--- src/rtl/brick_pkg.sv ---
// Shared constants, state encoding and helpers for the brick-alive map.
package brick_pkg;

    localparam int unsigned N_COLS = 20;
    localparam int unsigned N_ROWS = 15;
    localparam int unsigned MAP_W  = N_COLS * N_ROWS;
    localparam int unsigned IDX_W  = 9;
    localparam int unsigned ROW_W  = 4;
    localparam int unsigned CNT_W  = 9;
    localparam int unsigned PC_W   = 5;

    typedef enum logic [1:0] {
        ARM  = 2'd0,
        LOAD = 2'd1,
        RUN  = 2'd2
    } state_e;

    localparam logic [IDX_W-1:0] SPECIAL_L0 = IDX_W'(42);
    localparam logic [IDX_W-1:0] SPECIAL_L1 = IDX_W'(150);
    localparam logic [IDX_W-1:0] SPECIAL_L2 = IDX_W'(299);

    localparam logic [N_COLS-1:0] ROW_FULL  = {N_COLS{1'b1}};
    localparam logic [N_COLS-1:0] ROW_EMPTY = {N_COLS{1'b0}};

    // Number of leading full rows in the level-0 and level-1 patterns
    localparam logic [ROW_W-1:0] L0_ROWS = ROW_W'(5);
    localparam logic [ROW_W-1:0] L1_ROWS = ROW_W'(10);

    // Special brick index for a (clamped) level
    function automatic logic [IDX_W-1:0] special_idx(input logic [1:0] lvl);
        logic [IDX_W-1:0] idx;
        case (lvl)
            2'd0:    idx = SPECIAL_L0;
            2'd1:    idx = SPECIAL_L1;
            default: idx = SPECIAL_L2;
        endcase
        return idx;
    endfunction

    // Count of alive bricks in one row
    function automatic logic [PC_W-1:0] row_popcount(input logic [N_COLS-1:0] r);
        logic [PC_W-1:0] c;
        c = '0;
        for (int i = 0; i < N_COLS; i++) begin
            c = c + PC_W'(r[i]);
        end
        return c;
    endfunction

endpackage

--- src/rtl/brick_pattern_rom.sv ---
// Per-level initial brick pattern, one row at a time.
module brick_pattern_rom
    import brick_pkg::*;
(
    input  logic [1:0]        lvl_i,
    input  logic [ROW_W-1:0]  row_i,
    output logic [N_COLS-1:0] row_c_o
);

    // Levels fill a growing number of leading rows; level 2 fills the whole map
    always_comb begin
        row_c_o = ROW_EMPTY;
        case (lvl_i)
            2'd0:    row_c_o = (row_i < L0_ROWS) ? ROW_FULL : ROW_EMPTY;
            2'd1:    row_c_o = (row_i < L1_ROWS) ? ROW_FULL : ROW_EMPTY;
            default: row_c_o = ROW_FULL;
        endcase
    end

endmodule

--- src/rtl/brick_state_mgr.sv ---
// Brick-alive map owner: level reload, collision clearing, remaining count.
module brick_state_mgr
    import brick_pkg::*;
(
    input  logic              iCLK,
    input  logic              iRST,
    input  logic [1:0]        iLevel,
    input  logic              iLevel_RST,
    input  logic              iHit_valid,
    input  logic [IDX_W-1:0]  iHit_idx,
    output logic [MAP_W-1:0]  oState_flag,
    output logic              oHit_ack,
    output logic              oHit_alive,
    output logic              oSpecial_attacked,
    output logic [CNT_W-1:0]  oBricks_left,
    output logic              oBusy
);

    state_e             state_q, state_d;
    logic [ROW_W-1:0]   row_q, row_d;
    logic [1:0]         lvl_q, lvl_d;
    logic [MAP_W-1:0]   flag_q, flag_d;
    logic [CNT_W-1:0]   cnt_q, cnt_d;
    logic               ack_q, ack_d;
    logic               alive_q, alive_d;
    logic               special_q, special_d;
    logic               rld_prev_q;

    logic               rld_edge;
    logic [N_COLS-1:0]  rom_row;
    logic [IDX_W-1:0]   row_base;
    logic               hit_in_map;
    logic               hit_old;

    brick_pattern_rom u_rom (
        .lvl_i   (lvl_q),
        .row_i   (row_q),
        .row_c_o (rom_row)
    );

    assign rld_edge   = rld_prev_q & ~iLevel_RST;
    assign row_base   = IDX_W'(row_q) * IDX_W'(N_COLS);
    assign hit_in_map = (iHit_idx < IDX_W'(MAP_W));
    assign hit_old    = hit_in_map ? flag_q[iHit_idx] : 1'b0;

    // Next-state and map/count update; a reload edge overrides everything
    always_comb begin
        state_d   = state_q;
        row_d     = row_q;
        lvl_d     = lvl_q;
        flag_d    = flag_q;
        cnt_d     = cnt_q;
        ack_d     = 1'b0;
        alive_d   = 1'b0;
        special_d = 1'b0;
        if (rld_edge) begin
            state_d = ARM;
        end else begin
            case (state_q)
                ARM: begin
                    lvl_d   = (iLevel == 2'd3) ? 2'd2 : iLevel;
                    cnt_d   = '0;
                    row_d   = '0;
                    state_d = LOAD;
                end
                LOAD: begin
                    flag_d[row_base +: N_COLS] = rom_row;
                    cnt_d = cnt_q + CNT_W'(row_popcount(rom_row));
                    if (row_q == ROW_W'(N_ROWS - 1)) begin
                        state_d = RUN;
                    end else begin
                        row_d = row_q + ROW_W'(1);
                    end
                end
                RUN: begin
                    if (iHit_valid) begin
                        ack_d   = 1'b1;
                        alive_d = hit_old;
                        if (hit_old) begin
                            flag_d[iHit_idx] = 1'b0;
                            cnt_d     = cnt_q - CNT_W'(1);
                            special_d = (iHit_idx == special_idx(lvl_q));
                        end
                    end
                end
                default: state_d = ARM;
            endcase
        end
    end

    // State and output registers
    always_ff @(posedge iCLK or negedge iRST) begin
        if (!iRST) begin
            state_q    <= ARM;
            row_q      <= '0;
            lvl_q      <= '0;
            flag_q     <= {MAP_W{1'b1}};
            cnt_q      <= CNT_W'(MAP_W);
            ack_q      <= 1'b0;
            alive_q    <= 1'b0;
            special_q  <= 1'b0;
            rld_prev_q <= 1'b1;
        end else begin
            state_q    <= state_d;
            row_q      <= row_d;
            lvl_q      <= lvl_d;
            flag_q     <= flag_d;
            cnt_q      <= cnt_d;
            ack_q      <= ack_d;
            alive_q    <= alive_d;
            special_q  <= special_d;
            rld_prev_q <= iLevel_RST;
        end
    end

    assign oState_flag       = flag_q;
    assign oBricks_left      = cnt_q;
    assign oHit_ack          = ack_q;
    assign oHit_alive        = alive_q;
    assign oSpecial_attacked = special_q;
    assign oBusy             = (state_q != RUN);

endmodule

--- config.mk ---
export PLATFORM = sky130hd
export DESIGN_NAME = brick_state_mgr
export DESIGN_NICKNAME = d
export VERILOG_FILES = /design/src/rtl/brick_pkg.sv /design/src/rtl/brick_pattern_rom.sv /design/src/rtl/brick_state_mgr.sv
export SDC_FILE = /design/constraint.sdc
export NUM_CORES = 1
export LEC_CHECK = 0
export CAP_MARGIN = 20
export CORE_ASPECT_RATIO = 0.5
export CORE_MARGIN = 2
export CORE_UTILIZATION = 39
export CTS_CLUSTER_SIZE = 20
export DETAILED_ROUTE_END_ITERATION = 8
export PLACE_DENSITY = 0.62
export SETUP_SLACK_MARGIN = 0.02
export SYNTH_ARGS = -nofsm -noshare
export SYNTH_HDL_FRONTEND = slang
export SYNTH_SLANG_ARGS = --single-unit
--- constraint.sdc ---
create_clock -name iCLK -period 5.4 [get_ports iCLK]
set_clock_uncertainty 0.1 [all_clocks]
set_input_delay 1.35 -clock iCLK [delete_from_list [all_inputs] [get_ports iCLK]]
set_output_delay 1.35 -clock iCLK [all_outputs]
set_load 0.01 [all_outputs]
==> results.md <==
* Status: complete, no violations
* DRT Pass-1 Iters at 8
* Max-cap violations at 0
* Largest net degree at the start of global routing at 127
* P per Cell Area at 616 nW/µm²
* Max-slew headroom at 0.333
* Clock Sinks at 321
* GP Congestion at 1.05
* Post-CTS setup buffers at 0
* Critical path data arrival time at 5.19 ns
* # hold bufs at CTS at 0
* # rows at 58
* Worst EP required at 5.83 ns
* CTS max path bufs at 3
* Post-synth ARST share at 1.00
* Worst Reg-to-Reg Cells at 12
* Min-delay src: lvl_q[0]$_DFFE_PN0P_
* Post-layout power at 0.0159 W
* Max rail drop VDD at 0.000385 V
* Critical path endpoint category: register
* Setup CP Type: input port to register
* TritonCTS Buffers at 31
* CP max FO at 126
* Final wirelength at 93.5 mm
* Tmin final at 4.76 ns
* Port buffer count at 327
* DRT iter0 DRCs at 3,345
* Hold Path Sink: lvl_q[0]$_DFFE_PN0P_
* IO Count at 328
* Die ar. at 53,700 µm²
* # resized after CTS at 0
* Final setup viols at 0
* Max Freq at 210 MHz
* CTS tree: done
* Vias at 21,518
* Post-DRT Antenna Nets at 0
* First-pass GRT wire length at 134 mm
* Actual slew at the worst max-slew pin at 0.992 ns
* Synth Cell Area at 20,200 µm²
* Setup crit start kind: input port
* Final hold vios at 0
* Worst hold stages at 2
* RSZ-0062 raised after global routing: false
* Die Y at 165 µm
* Ys Warns at 0
* Capture point of the worst reg-to-reg path: oState_flag[29]$_DFFE_PN1P_
* Max Slew Vio Count at 0
* Number of synthesized register bits at 321
* CTS Root Cell: clkbuf_16
* H-tree depth at 1
* Area delta synth->final at 27.7%
* Fill count at 4,904
* ANT cells at 0
* Core area at 50,700 µm²
* Seq/Total Area, Yosys at 0.417
* Skew-Pair Late Insertion Delay at 0.61 ns
* Avg Vias per Cell at 6.26
* Cell count after synthesis at 2,387
* GR Util All Layers at 0.335
* # DRC at 0
* Syn_area_per_cell at 8.46 µm²
* Drt wl/cell at 27.2 µm
* Share of layout cells above drive strength 1 at 0.224
* Post-Syn Nets at 2,420
* Initial antenna violation count at 3
* Leakage power at 9.76 nW
* Number of synthesized flops with an enable pin at 0
* Worst R2R Start: row_q[3]$_DFFE_PN0P_
* Setup tns final at 0 ns
* Detailed Place HPWL at 68.6 mm
* Tcrit/Tclk final at 0.882
* Starting Density at 0.399
* Area occupied by multi-input gates at 10,900 µm²
* Most used DFF post-synth: dfstp_2
* Global route overflow at 0
* Reg area at 8410 µm²
* Reg2reg setup slack at 0.64 ns
* Chip width at 326 µm
* Synth cell types at 76
* Final net count at 2,758
* Worst Hold Class: register to register
* Reg clk slew, reported paths at 0.07 ns
* Number of global-route vias before repair at 19,924
-- where the power goes --
part / total [W] / switching [W] / internal [W]
combinational: 0.00855 / 0.00512 / 0.00343
sequential: 0.00497 / 0.00101 / 0.00396
clock: 0.00237 / 0.00105 / 0.00132
total: 0.0159 / 0.00718 / 0.00870
-- logic make-up (layout without fill, tap and decap cells) --
logic type               after synthesis  in the layout  synth area share
XOR/XNOR                              11             11           0.00552
adder cells (fa/ha/maj)               18             18            0.0115
AND/OR/NAND/NOR                      914            914             0.202
AO/OA/AOI/OAI                        798            798             0.234
flip-flops                           321            321             0.417
multiplexers                         126            126            0.0848
buffers and inverters                199            561            0.0455
-- metrics by stage --
| step | hold WS (ns) | utilization | cells | area (µm²) | setup WS (ns) |
|---|---|---|---|---|---|
| final | 0.396 | 0.509 | 3439 | 25800 | 0.637 |
| after global routing | 0.419 | 0.509 | 3439 | 25800 | 0.485 |
| after CTS | 0.402 | 0.509 | 3438 | 25800 | 0.806 |
| after detailed placement | 0.386 | 0.488 | 3381 | 24700 | 0.204 |
| after global placement | 0.364 | 0.488 | 3381 | 24700 | 0.329 |
| after floorplan | 0.350 | - | 2387 | 20200 | 1.29 |
-- critical path, cell delays in order --
cell,delay [ns]
buf_6,0.27
buf_4,0.31
buf_4,0.26
mux4_2,0.58
a211oi_1,0.50
a211o_1,0.21
o41a_1,0.19
a31oi_2,0.15
o21ai_2,0.59
nand2_8,0.11
buf_12,0.28
a31oi_1,0.26
-- per-layer routing --
| metal | track usage | vias to the layer above | part of all wire |
|---|---|---|---|
| met5 | 0 | - | 0 |
| met4 | 0.110 | 0 | 0.038 |
| met3 | 0.106 | 257 | 0.13 |
| met2 | 0.497 | 1450 | 0.42 |
| met1 | 0.463 | 10518 | 0.40 |
| li1 | - | 9293 | - |
-- registers in the layout, indices dropped and copies added (netlist names) --
signal             count
oHit_alive             1
rld_prev_q             1
oHit_ack               1
lvl_q                  2
row_q                  4
oSpecial_attacked      1
state_q                2
oBricks_left           9
oState_flag          300
-- area by class of cell --
type	instances	share of cell area
Clock buffer	40	0.0333
Multi-Input combinational cell	1867	0.423
Sequential cell	321	0.326
Timing Repair Buffer	464	0.170
Clock inverter	17	0.00820
Inverter	40	0.00582
Tap cell	690	0.0335
-- cell usage after synthesis (35+ instances only) --
| library cell | number | area, µm² |
|---|---|---|
| or2_2 | 38 | 238 |
| clkbuf_1 | 96 | 360 |
| o21a_1 | 44 | 330 |
| inv_1 | 37 | 139 |
| o21ai_0 | 194 | 971 |
| a31oi_1 | 140 | 876 |
| nand3_1 | 92 | 460 |
| a22oi_1 | 46 | 345 |
| dfstp_2 | 305 | 8010 |
| nor2_1 | 424 | 1590 |
| mux4_2 | 35 | 788 |
| mux2i_1 | 80 | 801 |
| a21oi_1 | 275 | 1380 |
| nand2_1 | 192 | 721 |
-- cells in the final DEF (no fill, tap or decap), drive strengths merged, types with 41 or more instances in the layout --
cell type	count
dfstp	305
nand3	92
a21oi	275
clkdlybuf4s50	323
a22oi	46
mux2i	80
o21ai	198
o21a	44
nor2	425
buf	140
clkbuf	41
a31oi	141
nand2	193
-- how the worst max path moves through the flow --
stage                                    start                            to  slack (ns)  cells past startpoint
after floorplan                    iHit_idx[0]   oBricks_left[6]$_DFFE_PN0P_        1.29                     15
after global placement             iHit_idx[0]  oState_flag[187]$_DFFE_PN1P_        0.33                     12
after detailed placement           iHit_idx[0]  oState_flag[184]$_DFFE_PN1P_        0.20                     12
after CTS                          iHit_idx[0]  oState_flag[184]$_DFFE_PN1P_        0.81                     12
after global routing      row_q[3]$_DFFE_PN0P_  oState_flag[203]$_DFFE_PN1P_        0.48                     14
final                              iHit_idx[0]  oState_flag[184]$_DFFE_PN1P_        0.64                     12
(Power assumes the default switching activity.)
